--- src/rtl/micro_ucr_miner.sv ---
// Iterative micro-ucr-hash miner: searches an inclusive, wrapping nonce range
// for {payload, nonce} whose H0 and H1 both fall below the target.
module micro_ucr_miner #(
    parameter int ROUNDS_PER_CYCLE = 1
) (
    input  logic        clk,
    input  logic        active,
    input  logic        start,
    input  logic        stop,
    input  logic [95:0] payload,
    input  logic [7:0]  target,
    input  logic [31:0] nonce_start,
    input  logic [31:0] nonce_end,
    output logic        busy,
    output logic        terminado,
    output logic        agotado,
    output logic [31:0] nonceOut,
    output logic [23:0] hashOut,
    output logic [31:0] hashCount
);

    if (!(ROUNDS_PER_CYCLE == 1 || ROUNDS_PER_CYCLE == 2 || ROUNDS_PER_CYCLE == 4 ||
          ROUNDS_PER_CYCLE == 8 || ROUNDS_PER_CYCLE == 16 || ROUNDS_PER_CYCLE == 32)) begin : g_bad_rounds
        $error("micro_ucr_miner: ROUNDS_PER_CYCLE must be 1, 2, 4, 8, 16 or 32");
    end

    localparam logic [7:0] H0_INIT  = 8'h01;
    localparam logic [7:0] H1_INIT  = 8'h89;
    localparam logic [7:0] H2_INIT  = 8'hFE;
    localparam logic [4:0] STEP     = 5'(ROUNDS_PER_CYCLE);
    localparam logic [4:0] LAST_IDX = 5'(32 - ROUNDS_PER_CYCLE);

    typedef enum logic [2:0] {
        S_IDLE,
        S_LOAD,
        S_ROUND,
        S_CHECK,
        S_FOUND,
        S_DONE
    } state_t;

    function automatic logic [31:0][7:0] expand(input logic [127:0] blk);
        logic [31:0][7:0] w;
        for (int i = 0; i < 16; i++) w[i] = blk[127 - 8*i -: 8];
        for (int i = 16; i < 32; i++) w[i] = w[i-3] | (w[i-9] ^ w[i-14]);
        return w;
    endfunction

    function automatic logic [23:0] round_step(input logic [7:0] a, input logic [7:0] b,
                                               input logic [7:0] c, input logic [4:0] idx,
                                               input logic [7:0] wi);
        logic [7:0] q;
        logic [7:0] k;
        if (idx <= 5'd16) begin
            q = a ^ b;
            k = 8'h99;
        end else begin
            q = a | b;
            k = 8'hA1;
        end
        return {b ^ c, {c[3:0], 4'h0}, q + k + wi};
    endfunction

    state_t           r_state;
    state_t           w_state_nxt;
    logic [95:0]      r_payload;
    logic [7:0]       r_target;
    logic [31:0]      r_nonce;
    logic [31:0]      r_nonce_end;
    logic [31:0][7:0] r_w;
    logic [7:0]       r_a, r_b, r_c;
    logic [4:0]       r_idx;
    logic [7:0]       w_a_nxt, w_b_nxt, w_c_nxt;
    logic [7:0]       w_h0, w_h1, w_h2;
    logic             w_valid;
    logic             w_launch;
    logic             w_last_round;
    logic             w_at_end;
    logic             r_terminado, r_agotado;
    logic [31:0]      r_nonce_out;
    logic [23:0]      r_hash_out;
    logic [31:0]      r_hash_count;

    assign w_launch     = start && !stop &&
                          (r_state == S_IDLE || r_state == S_FOUND || r_state == S_DONE);
    assign w_last_round = (r_idx == LAST_IDX);
    assign w_at_end     = (r_nonce == r_nonce_end);

    assign w_h0    = H0_INIT + r_a;
    assign w_h1    = H1_INIT + r_b;
    assign w_h2    = H2_INIT + r_c;
    assign w_valid = (w_h0 < r_target) && (w_h1 < r_target);

    // NOTE: blocking assignments here chain R rounds combinationally within one clock.
    always_comb begin
        w_a_nxt = r_a;
        w_b_nxt = r_b;
        w_c_nxt = r_c;
        for (int j = 0; j < ROUNDS_PER_CYCLE; j++) begin
            {w_a_nxt, w_b_nxt, w_c_nxt} = round_step(w_a_nxt, w_b_nxt, w_c_nxt,
                                                     r_idx + 5'(j), r_w[r_idx + 5'(j)]);
        end
    end

    always_comb begin
        w_state_nxt = r_state;
        if (stop) begin
            w_state_nxt = S_IDLE;
        end else begin
            case (r_state)
                S_IDLE, S_FOUND, S_DONE: if (start) w_state_nxt = S_LOAD;
                S_LOAD:                  w_state_nxt = S_ROUND;
                S_ROUND:                 if (w_last_round) w_state_nxt = S_CHECK;
                S_CHECK: begin
                    if (w_valid)       w_state_nxt = S_FOUND;
                    else if (w_at_end) w_state_nxt = S_DONE;
                    else               w_state_nxt = S_LOAD;
                end
                default:                 w_state_nxt = S_IDLE;
            endcase
        end
    end

    always_ff @(posedge clk or negedge active) begin
        if (!active) r_state <= S_IDLE;
        else         r_state <= w_state_nxt;
    end

    // NOTE: pure datapath (captured inputs, schedule, working vars) has no reset;
    // every field is written before the FSM ever reads it.
    always_ff @(posedge clk) begin
        if (w_launch) begin
            r_payload   <= payload;
            r_target    <= target;
            r_nonce     <= nonce_start;
            r_nonce_end <= nonce_end;
        end else if (r_state == S_CHECK && w_state_nxt == S_LOAD) begin
            r_nonce <= r_nonce + 32'd1;
        end
        if (r_state == S_LOAD) begin
            r_w   <= expand({r_payload, r_nonce});
            r_a   <= H0_INIT;
            r_b   <= H1_INIT;
            r_c   <= H2_INIT;
            r_idx <= 5'd0;
        end else if (r_state == S_ROUND) begin
            r_a   <= w_a_nxt;
            r_b   <= w_b_nxt;
            r_c   <= w_c_nxt;
            r_idx <= r_idx + STEP;
        end
    end

    always_ff @(posedge clk or negedge active) begin
        if (!active) begin
            r_terminado  <= 1'b0;
            r_agotado    <= 1'b0;
            r_nonce_out  <= 32'd0;
            r_hash_out   <= 24'hFFFFFF;
            r_hash_count <= 32'd0;
        end else if (w_launch) begin
            r_terminado  <= 1'b0;
            r_agotado    <= 1'b0;
            r_hash_count <= 32'd0;
        end else if (!stop && r_state == S_CHECK) begin
            if (r_hash_count != 32'hFFFF_FFFF) r_hash_count <= r_hash_count + 32'd1;
            if (w_valid) begin
                r_terminado <= 1'b1;
                r_nonce_out <= r_nonce;
                r_hash_out  <= {w_h0, w_h1, w_h2};
            end else if (w_at_end) begin
                r_agotado <= 1'b1;
            end
        end
    end

    assign busy      = (r_state == S_LOAD) || (r_state == S_ROUND) || (r_state == S_CHECK);
    assign terminado = r_terminado;
    assign agotado   = r_agotado;
    assign nonceOut  = r_nonce_out;
    assign hashOut   = r_hash_out;
    assign hashCount = r_hash_count;

endmodule

--- config.mk ---
export PLATFORM = sky130hd
export DESIGN_NAME = micro_ucr_miner
export DESIGN_NICKNAME = d
export VERILOG_FILES = /design/src/rtl/micro_ucr_miner.sv
export SDC_FILE = /design/constraint.sdc
export NUM_CORES = 1
export LEC_CHECK = 0
export ABC_AREA = 1
export ABC_CLOCK_PERIOD_IN_PS = 35200
export BUFFER_PORTS_ARGS = -buffer_cell sky130_fd_sc_hd__buf_2
export CORE_ASPECT_RATIO = 0.5
export CORE_MARGIN = 1.5
export CORE_UTILIZATION = 30
export DETAILED_ROUTE_END_ITERATION = 10
export GPL_TIMING_DRIVEN = 1
export HOLD_SLACK_MARGIN = 0.12
export RECOVER_POWER = 50
export SYNTH_ARGS = -nofsm -noshare
export SYNTH_HDL_FRONTEND = slang
export SYNTH_SLANG_ARGS = --single-unit
--- constraint.sdc ---
create_clock -name clk -period 35.2 [get_ports clk]
set_clock_uncertainty 0.2 [all_clocks]
set_input_delay 7.04 -clock clk [delete_from_list [all_inputs] [get_ports clk]]
set_output_delay 7.04 -clock clk [all_outputs]
set_load 0.02 [all_outputs]
==> out/qor.yml <==
timing:
  relSlewSlack: -5.168
  tightestPinTransition_ns: 9.252
  finalHoldViolations: 0
  layout_min_cycle_time_ns: 11.79
  fmax_mhz: 84.84
  post-route-period-util: 0.3348
  rsz0062_at_grt: "false"
  setup_viol: 0
  final_max_slew_viol_count: 553
  finalSetupTns_ns: 0
detailed_routing:
  num_vias: 17800
  drt_iter0_drc: 1446
  via_per_inst: 4.733
  first_pass_iters: 5
  wl_per_cell_microns: 18.37
  drc: 0
  routed_wl_mm: 69.07
  ant_nets: 0
logic_synthesis:
  syn_inst: 2380
  syn-num-nets: 2592
  synth_edf_count: 424
  yosys_warnings: 0
  synth.area.top_cells: "edfxtp_1 52%, nand2_1 7.9%, dfrtp_1 7.1%"
  syn_area_per_cell_sq_um: 10.25
  yosysUniqueCellTypes: 45
  syn_area_sq_um: 24390
  yosys-top-cells-count: "513 x nand2_1, 424 x edfxtp_1, 277 x nor2_1"
  synth.top_cell.area_share: 0.5221
  ys_async_sr_fraction: 0.1704
  yosys_most_used_dff: "edfxtp_1"
  synth_most_common_cell: "nand2_1"
  yosysTopAreaCell: "edfxtp_1"
  ys_seq_area_frac: 0.6374
  synth_seq_cells: 540
global_route:
  grt_usage: 0.1631
  antenna_found_initial: 5
  grt_pass1_wl_mm: 103.1
  globalRouteOverflowTotal: 0
  grt_start_max_net_pins: 173
  grt_pass1_vias: 17380
placed_design:
  io_buffers: 262
  gp_congestion: 0.9034
  place_area_sq_um: 26830
  dp_hpwl_mm: 48.69
  place_inst: 3659
power:
  finalPower_mw: 2.101
  total_leakage_power_nw: 10.80
  vdd_drop_max_v: 0.00004434
  p_per_area_nw_per_um2: 73.62
final_layout:
  fin_nets: 2839
  syn2layout_area_growth_pct: 17.00
  final_area_sq_um: 28530
  finalNonFillerCells: 3760
  fillers: 7974
  layout-drive-gt1-share: 0.1635
min_path:
  holdCritPathClass: "reg -> reg"
die:
  start_util: 0.3051
  row_count: 73
  die_h_microns: 204.6
  pin_count: 263
  dieArea_sq_um: 83110
  core_sq_um: 79920
  die_width_microns: 406.2
critical_path:
  crit_fanout: 172
  crit_type: "reg -> reg"
  cp-start-kind: "register"
  cp_data_arrival_time_ns: 11.71
  worstPathRequired_ns: 35.13
  critPathCaptureType: "register"
cts:
  cts_buffers: 53
  clkTransAtPathRegs_ns: 0.06
  clk_path_buf_depth: 3
  cts-resized-gates: 0
  htreeDepth: 2
  postCtsSetupBuffers: 0
  hold_buffers: 0
  numClockSinks: 540
  insertion_delay_ns: 0.63
  root_buffer: "clkbuf_16"
  cts_tree: "built"
flow_run:
  drv_cap: 7
run_status:
  failed_checks: "capacitance limit, slew limit"
  status: "finished with violations"
-- kinds of logic (layout without fill, tap and decap cells) --
kind of cell	Yosys count	in the layout	share of synthesized area
AOI/OAI and AO/OA	410	410	0.09122
xor gates and xnor gates	74	74	0.02658
adders and majority gates	40	40	0.02145
DFF	540	540	0.6374
and+or+nand+nor	998	998	0.1715
buffers and inverters	318	610	0.05187
other	0	1	0
-- final timing paths --
kind                                from           end  slack (ns)  cells after the start
hold / removal             r_payload[94]        r_w[6]        0.20                      0
setup reg to reg              r_state[2]       r_w[28]       23.41                      5
max in group asynchronous         active  hashCount[1]       26.47                      2
min in group asynchronous         active  nonceOut[28]        6.61                      1
setup / recovery              r_state[2]       r_w[28]       23.41                      5
hold reg to reg            r_payload[94]        r_w[6]        0.20                      0
-- power breakdown --
group	switching (mW)	total, mW	internal, mW
clock network	0.250	0.577	0.327
registers	0.0847	0.891	0.806
logic	0.417	0.633	0.216
total	0.752	2.10	1.35
-- flip-flops by register name, indices dropped and copies added (netlist names) --
signal       flops
agotado          1
hashCount       32
hashOut         23
nonceOut        32
r_a              8
r_b              3
r_c              8
r_idx            5
r_nonce         32
r_nonce_end     32
r_payload       96
r_state          3
r_target         8
r_w            256
terminado        1
-- stage by stage --
stage	hold slack, ns	setup slack [ns]	utilization
CTS	0.2021	25.43	0.3576
finish	0.2026	23.41	0.3570
global route	0.2257	22.26	0.3570
detailed placement	0.2072	24.79	0.3357
global placement	0.1980	24.83	0.3357
floorplan	0.1854	21.54	-
-- critical path, stage by stage (launching register included) --
cell and delay (ns):
dfrtp_1 0.40, inv_1 0.08, nand2_1 0.08, nor2_1 0.66
clkbuf_1 6.39, clkbuf_1 3.39
-- area by class of cell --
class / count / area, sq um / area share
clock inverter: 31 / 296.5 / 0.01039
clock buffer: 69 / 1448 / 0.05074
antenna: 1 / 2.502 / 0.00008770
sequential: 540 / 15540 / 0.5448
tap: 1087 / 1360 / 0.04767
inverter: 232 / 872.1 / 0.03056
timing repair buffer: 278 / 1411 / 0.04946
multi-input combinational: 1522 / 7597 / 0.2663
-- cells in the final DEF (no fill, tap or decap), drive strengths merged, types with 5 or more instances in the layout --
| cell type | instances |
|---|---|
| nand2 | 515 |
| edfxtp | 424 |
| nor2 | 284 |
| buf | 272 |
| o21ai | 250 |
| inv | 231 |
| clkbuf | 75 |
| nand3 | 74 |
| a21oi | 73 |
| dfrtp | 69 |
| o22ai | 58 |
| nand4 | 40 |
| xor2 | 39 |
| ha | 37 |
| or2 | 36 |
| xnor2 | 35 |
| nor3 | 31 |
| clkinv | 26 |
| dfxtp | 24 |
| dfstp | 23 |
| nand3b | 11 |
| o31ai | 10 |
| a31oi | 8 |
| bufinv | 5 |
-- metal layers --
metal / wire, microns / GRT usage
met1: 27670 / 0.1961
met2: 35930 / 0.2964
met3: 3003 / 0.02030
met4: 2435 / 0.06367
met5: 37 / 0
Note: power is estimated with default switching activity, not from simulation.
